<file path="src/rtl/ids_bus_pkg.sv">
`default_nettype none
// ============================================================================
// Module      : ids_bus_pkg
// Description : Shared types and helpers for the IDS bus arbitration logic.
// Revision    : 1.0 - initial release
// ============================================================================
package ids_bus_pkg;

    // Arbiter top-level states
    typedef enum logic [0:0] {
        ARB_IDLE  = 1'b0,
        ARB_GRANT = 1'b1
    } arb_state_e;

    // RV data-memory port is always wired to master slot 0
    localparam int DMEM_MASTER_IDX = 0;

    // Index width that stays at least one bit wide for the single-master corner
    function automatic int idx_width(input int n);
        return (n <= 1) ? 1 : $clog2(n);
    endfunction

endpackage
`default_nettype wire

</file>
<file path="src/rtl/ids_rr_pick.sv">
`default_nettype none
// ============================================================================
// Module      : ids_rr_pick
// Description : Combinational rotate-priority picker. Returns the first
//               requester (req & ~mask) found scanning upward from ptr,
//               wrapping modulo NUM_MASTERS.
// Revision    : 1.0 - initial release
// ============================================================================
module ids_rr_pick #(
    parameter int NUM_MASTERS = 4,
    parameter int IDX_W       = 2
) (
    input  logic [NUM_MASTERS-1:0] req_i,
    input  logic [NUM_MASTERS-1:0] mask_i,
    input  logic [IDX_W-1:0]       ptr_i,
    output logic                   found_o,
    output logic [IDX_W-1:0]       winner_o
);

    logic [NUM_MASTERS-1:0] eligible;

    // Scan the eligible vector starting at ptr and keep the first hit
    always_comb begin
        int  j;
        logic hit;
        eligible = req_i & ~mask_i;
        hit      = 1'b0;
        winner_o = '0;
        j        = 0;
        for (int k = 0; k < NUM_MASTERS; k++) begin
            j = int'(ptr_i) + k;
            if (j >= NUM_MASTERS) begin
                j = j - NUM_MASTERS;
            end
            if (!hit && eligible[j]) begin
                hit      = 1'b1;
                winner_o = IDX_W'(j);
            end
        end
        found_o = hit;
    end

endmodule
`default_nettype wire

</file>
<file path="src/rtl/ids_rr_arbiter.sv">
`default_nettype none
// ============================================================================
// Module      : ids_rr_arbiter
// Description : N-master round-robin bus arbiter with owner lock and bounded
//               tenure under contention. All outputs are registered.
//               Optional macro IDS_ARB_DMEM_PRIO_EN gives master 0 (RV DMEM)
//               preemptive priority over non-locked owners.
// Revision    : 1.0 - initial release
// ============================================================================
module ids_rr_arbiter
    import ids_bus_pkg::*;
#(
    parameter int NUM_MASTERS = 4,
    parameter int MAX_HOLD    = 16,
    parameter int IDX_W       = idx_width(NUM_MASTERS)
) (
    input  logic                          i_clk,
    input  logic                          i_rst_n,
    input  logic [NUM_MASTERS-1:0]        i_req,
    input  logic [NUM_MASTERS-1:0]        i_lock,
    output logic [NUM_MASTERS-1:0]        o_gnt,
    output logic [IDX_W-1:0]              o_gnt_id,
    output logic                          o_gnt_valid,
    output logic [$clog2(MAX_HOLD+1)-1:0] o_hold_cnt
);

    localparam int HOLD_W = $clog2(MAX_HOLD+1);

    arb_state_e             state_q;
    logic [NUM_MASTERS-1:0] gnt_q;
    logic [IDX_W-1:0]       gnt_id_q;
    logic [HOLD_W-1:0]      hold_q;
    logic [IDX_W-1:0]       rr_ptr_q;

    logic                   pick_found;
    logic [IDX_W-1:0]       pick_winner;
    logic [IDX_W-1:0]       ptr_d;
    logic [NUM_MASTERS-1:0] win_onehot;
    logic                   owner_req;
    logic                   owner_lock;
    logic                   hold_expired;
    logic                   rotate;
    logic                   prio_take;

    // The current owner is masked out so a handover never re-selects it;
    // in IDLE gnt_q is zero, giving a plain unmasked pick.
    ids_rr_pick #(
        .NUM_MASTERS (NUM_MASTERS),
        .IDX_W       (IDX_W)
    ) u_pick (
        .req_i    (i_req),
        .mask_i   (gnt_q),
        .ptr_i    (rr_ptr_q),
        .found_o  (pick_found),
        .winner_o (pick_winner)
    );

    // Owner status and handover decisions derived from the registered state
    always_comb begin
        owner_req    = i_req[gnt_id_q];
        owner_lock   = i_lock[gnt_id_q];
        hold_expired = !owner_lock && (hold_q >= HOLD_W'(MAX_HOLD-1));
        rotate       = (state_q == ARB_GRANT) && (!owner_req || hold_expired);
        win_onehot   = NUM_MASTERS'(1) << pick_winner;
        if (pick_winner == IDX_W'(NUM_MASTERS-1)) begin
            ptr_d = '0;
        end else begin
            ptr_d = pick_winner + IDX_W'(1);
        end
`ifdef IDS_ARB_DMEM_PRIO_EN
        // Master 0 wins whenever it asks and the owner can be displaced;
        // a locked owner still holding its request is never preempted.
        prio_take = i_req[DMEM_MASTER_IDX]
                 && !((state_q == ARB_GRANT) && (gnt_id_q == IDX_W'(DMEM_MASTER_IDX)))
                 && ((state_q == ARB_IDLE) || !owner_req || hold_expired
                     || (!owner_lock && (hold_q != '0)));
`else
        prio_take = 1'b0;
`endif
    end

    // Arbitration FSM; every output is taken directly from these registers
    always_ff @(posedge i_clk or negedge i_rst_n) begin
        if (!i_rst_n) begin
            state_q  <= ARB_IDLE;
            gnt_q    <= '0;
            gnt_id_q <= '0;
            hold_q   <= '0;
            rr_ptr_q <= '0;
        end else begin
            case (state_q)
                ARB_IDLE: begin
                    if (prio_take) begin
                        state_q  <= ARB_GRANT;
                        gnt_q    <= NUM_MASTERS'(1) << DMEM_MASTER_IDX;
                        gnt_id_q <= IDX_W'(DMEM_MASTER_IDX);
                        hold_q   <= '0;
                    end else if (pick_found) begin
                        state_q  <= ARB_GRANT;
                        gnt_q    <= win_onehot;
                        gnt_id_q <= pick_winner;
                        hold_q   <= '0;
                        rr_ptr_q <= ptr_d;
                    end
                end
                ARB_GRANT: begin
                    if (prio_take) begin
                        gnt_q    <= NUM_MASTERS'(1) << DMEM_MASTER_IDX;
                        gnt_id_q <= IDX_W'(DMEM_MASTER_IDX);
                        hold_q   <= '0;
                    end else if (rotate && pick_found) begin
                        gnt_q    <= win_onehot;
                        gnt_id_q <= pick_winner;
                        hold_q   <= '0;
                        rr_ptr_q <= ptr_d;
                    end else if (!owner_req) begin
                        state_q  <= ARB_IDLE;
                        gnt_q    <= '0;
                        gnt_id_q <= '0;
                        hold_q   <= '0;
                    end else if (hold_q != HOLD_W'(MAX_HOLD)) begin
                        hold_q   <= hold_q + HOLD_W'(1);
                    end
                end
                default: begin
                    state_q  <= ARB_IDLE;
                    gnt_q    <= '0;
                    gnt_id_q <= '0;
                    hold_q   <= '0;
                end
            endcase
        end
    end

    assign o_gnt       = gnt_q;
    assign o_gnt_id    = gnt_id_q;
    assign o_gnt_valid = (state_q == ARB_GRANT);
    assign o_hold_cnt  = hold_q;

endmodule
`default_nettype wire

</file>
<file path="config.mk">
export PLATFORM = sky130hd
export DESIGN_NAME = ids_rr_arbiter
export DESIGN_NICKNAME = d
export VERILOG_FILES = /design/src/rtl/ids_bus_pkg.sv /design/src/rtl/ids_rr_pick.sv /design/src/rtl/ids_rr_arbiter.sv
export SDC_FILE = /design/constraint.sdc
export NUM_CORES = 1
export LEC_CHECK = 0
export ABC_AREA = 1
export CAP_MARGIN = 10
export CORE_UTILIZATION = 45
export CTS_CLUSTER_SIZE = 40
export DETAILED_ROUTE_END_ITERATION = 10
export PLACE_DENSITY = 0.77
export SLEW_MARGIN = 20
export SYNTH_ARGS = -nofsm -noshare
export SYNTH_HDL_FRONTEND = slang
export SYNTH_SLANG_ARGS = --single-unit
</file>
<file path="constraint.sdc">
create_clock -name i_clk -period 3.05 [get_ports i_clk]
set_clock_uncertainty 0.15 [all_clocks]
set_input_delay 0.61 -clock i_clk [delete_from_list [all_inputs] [get_ports i_clk]]
set_output_delay 0.61 -clock i_clk [all_outputs]
set_load 0.02 [all_outputs]
</file>
==> metrics.csv <==
stage,metric,value,unit
outcome,outcome,completed,
routing,vias_per_cell,5.24,
yosys,synth_mux_area_share,0,%
floorplanning,core,2300,um^2
clock_tree,cts_buffers,3,
floorplanning,start_util,49.8,%
grt,met1_usage,28.8,%
layout,fillers,234,
yosys,syn_nets,184,
layout,drive_gt1_share,12.6,%
timing,fin_crit,2440,ps
yosys,ys.warnings.count,0,
yosys,synth_area_leaders,"dfrtp_1, nand2_1, nand3_1",
clock_tree,cts_tree,yes,
timing,worst_slew_pin_slew,649,ps
worst_setup_path,cp.required,3060,ps
routing,wl_per_cell,12.7,um
yosys,synth_top_family_by_area,simple AND/OR/NAND/NOR gates,
placement,gp_congestion,0.943,
yosys,synth_compound_area_share,5.46,%
grt,grt_pass1_wl,4620,um
yosys,syn_area,1140,um^2
worst_setup_path,crit_cells,13,
worst_setup_path,cp_top_family,simple AND/OR/NAND/NOR gates,
routing,drtAntennaViolNets,0,
timing,post-route-period-util,80.1,%
clock_tree,root_buffer,clkbuf_4,
layout,multiInputGateArea,688,um^2
clock_tree,ctsHtreeMaxLevel,1,
grt,grt_antenna_before_repair,0,
yosys,synthCells,167,
timing,tns,0,ps
worst_setup_path,critical_path_arrival,2450,ps
yosys,yosys.area_share.simple,47.0,%
timing,grt_setup_unrepaired,false,
floorplanning,die_w,52.4,um
layout,fin_nets,208,
yosys,synthAdderAreaFrac,7.65,%
routing,drt_wl_total,2770,um
grt,grt_max_degree,15,
yosys,yosysTopAreaCell,dfrtp_1,
worst_setup_path,r2r-end,o_gnt[2],
power_and_ir_drop,leakagePower,0.735,nW
worst_setup_path,crit_fanout,4,
power_and_ir_drop,clkPwrFrac,8.9,%
grt,busiest_layer,met2,
timing,drv_slew,0,
worst_setup_path,crit_top_cell,nand2_1,
worst_setup_path,slowest_stage,clkdlybuf4s50_1,
yosys,ys_seq_area_share,30.6,%
layout,register_area,350,um^2
clock_tree,path_clk_slew,80,ps
worst_setup_path,end_kind,register,
worst_setup_path,cp-startpoint,i_req[3],
power_and_ir_drop,power_frac_seq,22.3,%
worst_hold_path,holdPathStages,2,
floorplanning,io_pins,22,
clock_tree,cts.sinks,14,
layout,syn_to_final_growth,22.6,%
worst_setup_path,critPathBufInv,2,
clock_tree,cts_resized,0,
placement,pre_cts_ws,347,ps
routing,drc,0,
layout,final_core_util,61.1,%
grt,track_usage,21.9,%
clock_tree,hold_buffers,0,
worst_hold_path,hold_path_class,register to register,
clock_tree,clk_latency,270,ps
grt,met2_usage,37.6,%
floorplanning,die_h,52.4,um
power_and_ir_drop,finalPower,0.00148,W
worst_setup_path,r2r-start,rr_ptr_q[0],
floorplanning,dieArea,2750,um^2
layout,diodes,0,
placement,placed_cells,214,
yosys,synth.ff_latch_count,14,
worst_setup_path,crit_path_end,o_gnt[2],
worst_setup_path,criticalPathCategory,primary input to register,
yosys,synthDistinctLibCells,22,
yosys,synthXorXnorAreaFrac,0,%
power_and_ir_drop,ir_drop,0.853,mV
timing,clock.fmax,409,MHz
worst_setup_path,max_stage_delay,520,ps
clock_tree,clockBufferDepth,2,
power_and_ir_drop,p_per_area,1050,nW/um^2
routing,drtIter0Drc,38,
grt,grt-ovfl-total,0,
yosys,synth_top_area_share,30.6,%
timing,setup_viol,0,
power_and_ir_drop,p_sw,0.000810,W
timing,hold_violations,0,
worst_setup_path,rrSetupSlack,800,ps
timing,relSlewSlack,56.6,%
layout,fin_cells,218,
placement,dpl.hpwl,2210,um
placement,port-buffer-count,21,
worst_setup_path,cp_cell_sequence,"clkdlybuf4s50_1, nand3_1, nand3_2, nand2_2, nand3_1, nand2_1, nand2_1, nand2_1, nor2_1, inv_1, ha_1, nand2_1, o21ai_1",
grt,first_global_vias,1121,
grt,met3_usage,3.77,%
power_and_ir_drop,p_sw_share,54.9,%
timing,fin_ws,608,ps
worst_setup_path,r2r_cells,13,
yosys,syn_avg_cell_area,6.86,um^2
clock_tree,post-cts-setup-buffers,0,
routing,dr.pass1.iters,4,
run,cap_viol_max_count,0,
worst_setup_path,setup.worst_path.start_class,primary input,
routing,dr_total_vias,1143,
power_and_ir_drop,pwr-share-comb,68.8,%
floorplanning,rows,17,
power_and_ir_drop,p_int,0.000667,W
-- power by group through the flow --
| stage | Sequential [W] | Clock (W) | Combinational, W |
|---|---|---|---|
| floorplan | 0.000342 | 0 | 0.000763 |
| global placement | 0.000326 | 0 | 0.000965 |
| detailed placement | 0.000329 | 0 | 0.00101 |
| CTS | 0.000326 | 0.000136 | 0.00101 |
| global route | 0.000335 | 0.000142 | 0.00113 |
| finish | 0.000329 | 0.000132 | 0.00102 |
-- flip-flops by register name (all words and copies together), names as in the netlist --
register	count
o_hold_cnt	5
o_gnt	4
o_gnt_id	2
rr_ptr_q	2
o_gnt_valid	1
-- routing by layer --
layer,up-vias,share of wire [%],routed length [um]
met1,527,49,1350
met3,2,4.2,116
li1,582,-,-
met2,32,47,1300
met5,-,0,0
met4,0,0.22,6
-- stage by stage --
| stage | hold slack [ps] | cell area [um^2] |
|---|---|---|
| after global placement | 351 | 1370 |
| after global routing | 427 | 1400 |
| after CTS | 386 | 1400 |
| after detailed placement | 362 | 1370 |
| after floorplan | 164 | 1140 |
| final | 376 | 1400 |
-- cells in the mapped netlist (all sizes together) --
master	number
and3	1
nor2	10
o21ai	7
nand3b	1
dfrtp	14
nand4	5
ha	7
a21oi	4
inv	21
nand3	27
buf	2
o31ai	1
nand2	67
-- cell families after synthesis --
kind of cell,count (synthesis)
and+or+nand+nor,111
buffers and inverters,23
AOI/OAI and AO/OA,12
DFF,14
adders and majority gates,7
-- how the worst min path moves through the flow --
stage	from	end	slack [ps]
6_report	o_gnt[1]	o_gnt[1]	380
5_1_grt	o_gnt[3]	o_gnt[3]	430
4_1_cts	o_gnt[0]	o_gnt[0]	390
3_5_place_dp	o_gnt[0]	o_gnt[0]	360
3_3_place_gp	o_gnt[1]	o_gnt[1]	350
2_1_floorplan	i_rst_n	o_gnt[0]	160
-- worst register-to-register path, cell delays in order (launching register included) --
cell	delay [ps]
dfrtp_1	530
inv_6	150
nand2_1	80
nand2_2	90
nand3_2	70
nand2_2	120
nand3_1	120
nand3_1	90
nand2_1	90
nor2_1	210
inv_1	110
ha_1	210
nand2_1	70
o21ai_1	60
-- area by class of cell --
class	count	share of cell area [%]
Sequential cell	14	25.0
Tap cell	28	2.50
Multi-Input combinational cell	130	49.0
Clock buffer	4	2.58
Inverter	21	5.97
Timing Repair Buffer	21	15.0
-- placed cells by master, fill, tap and decap left out --
cell	Yosys	layout
a21oi_1	4	4
clkbuf_4	0	3
ha_1	7	7
o31ai_1	1	1
and3_1	1	1
nand4_1	4	4
dfrtp_1	14	14
nand3_1	22	22
clkdlybuf4s50_1	0	21
nand2_4	1	1
inv_2	2	2
clkbuf_8	0	1
o21ai_1	5	5
nor2_1	8	8
o21ai_0	2	2
nand3_2	5	5
nand4_2	1	1
nand2_2	8	8
inv_1	18	18
nor2_2	1	1
nor2_4	1	1
nand2_1	58	58
nand3b_1	1	1
inv_6	1	1
(Power assumes the default switching activity.)
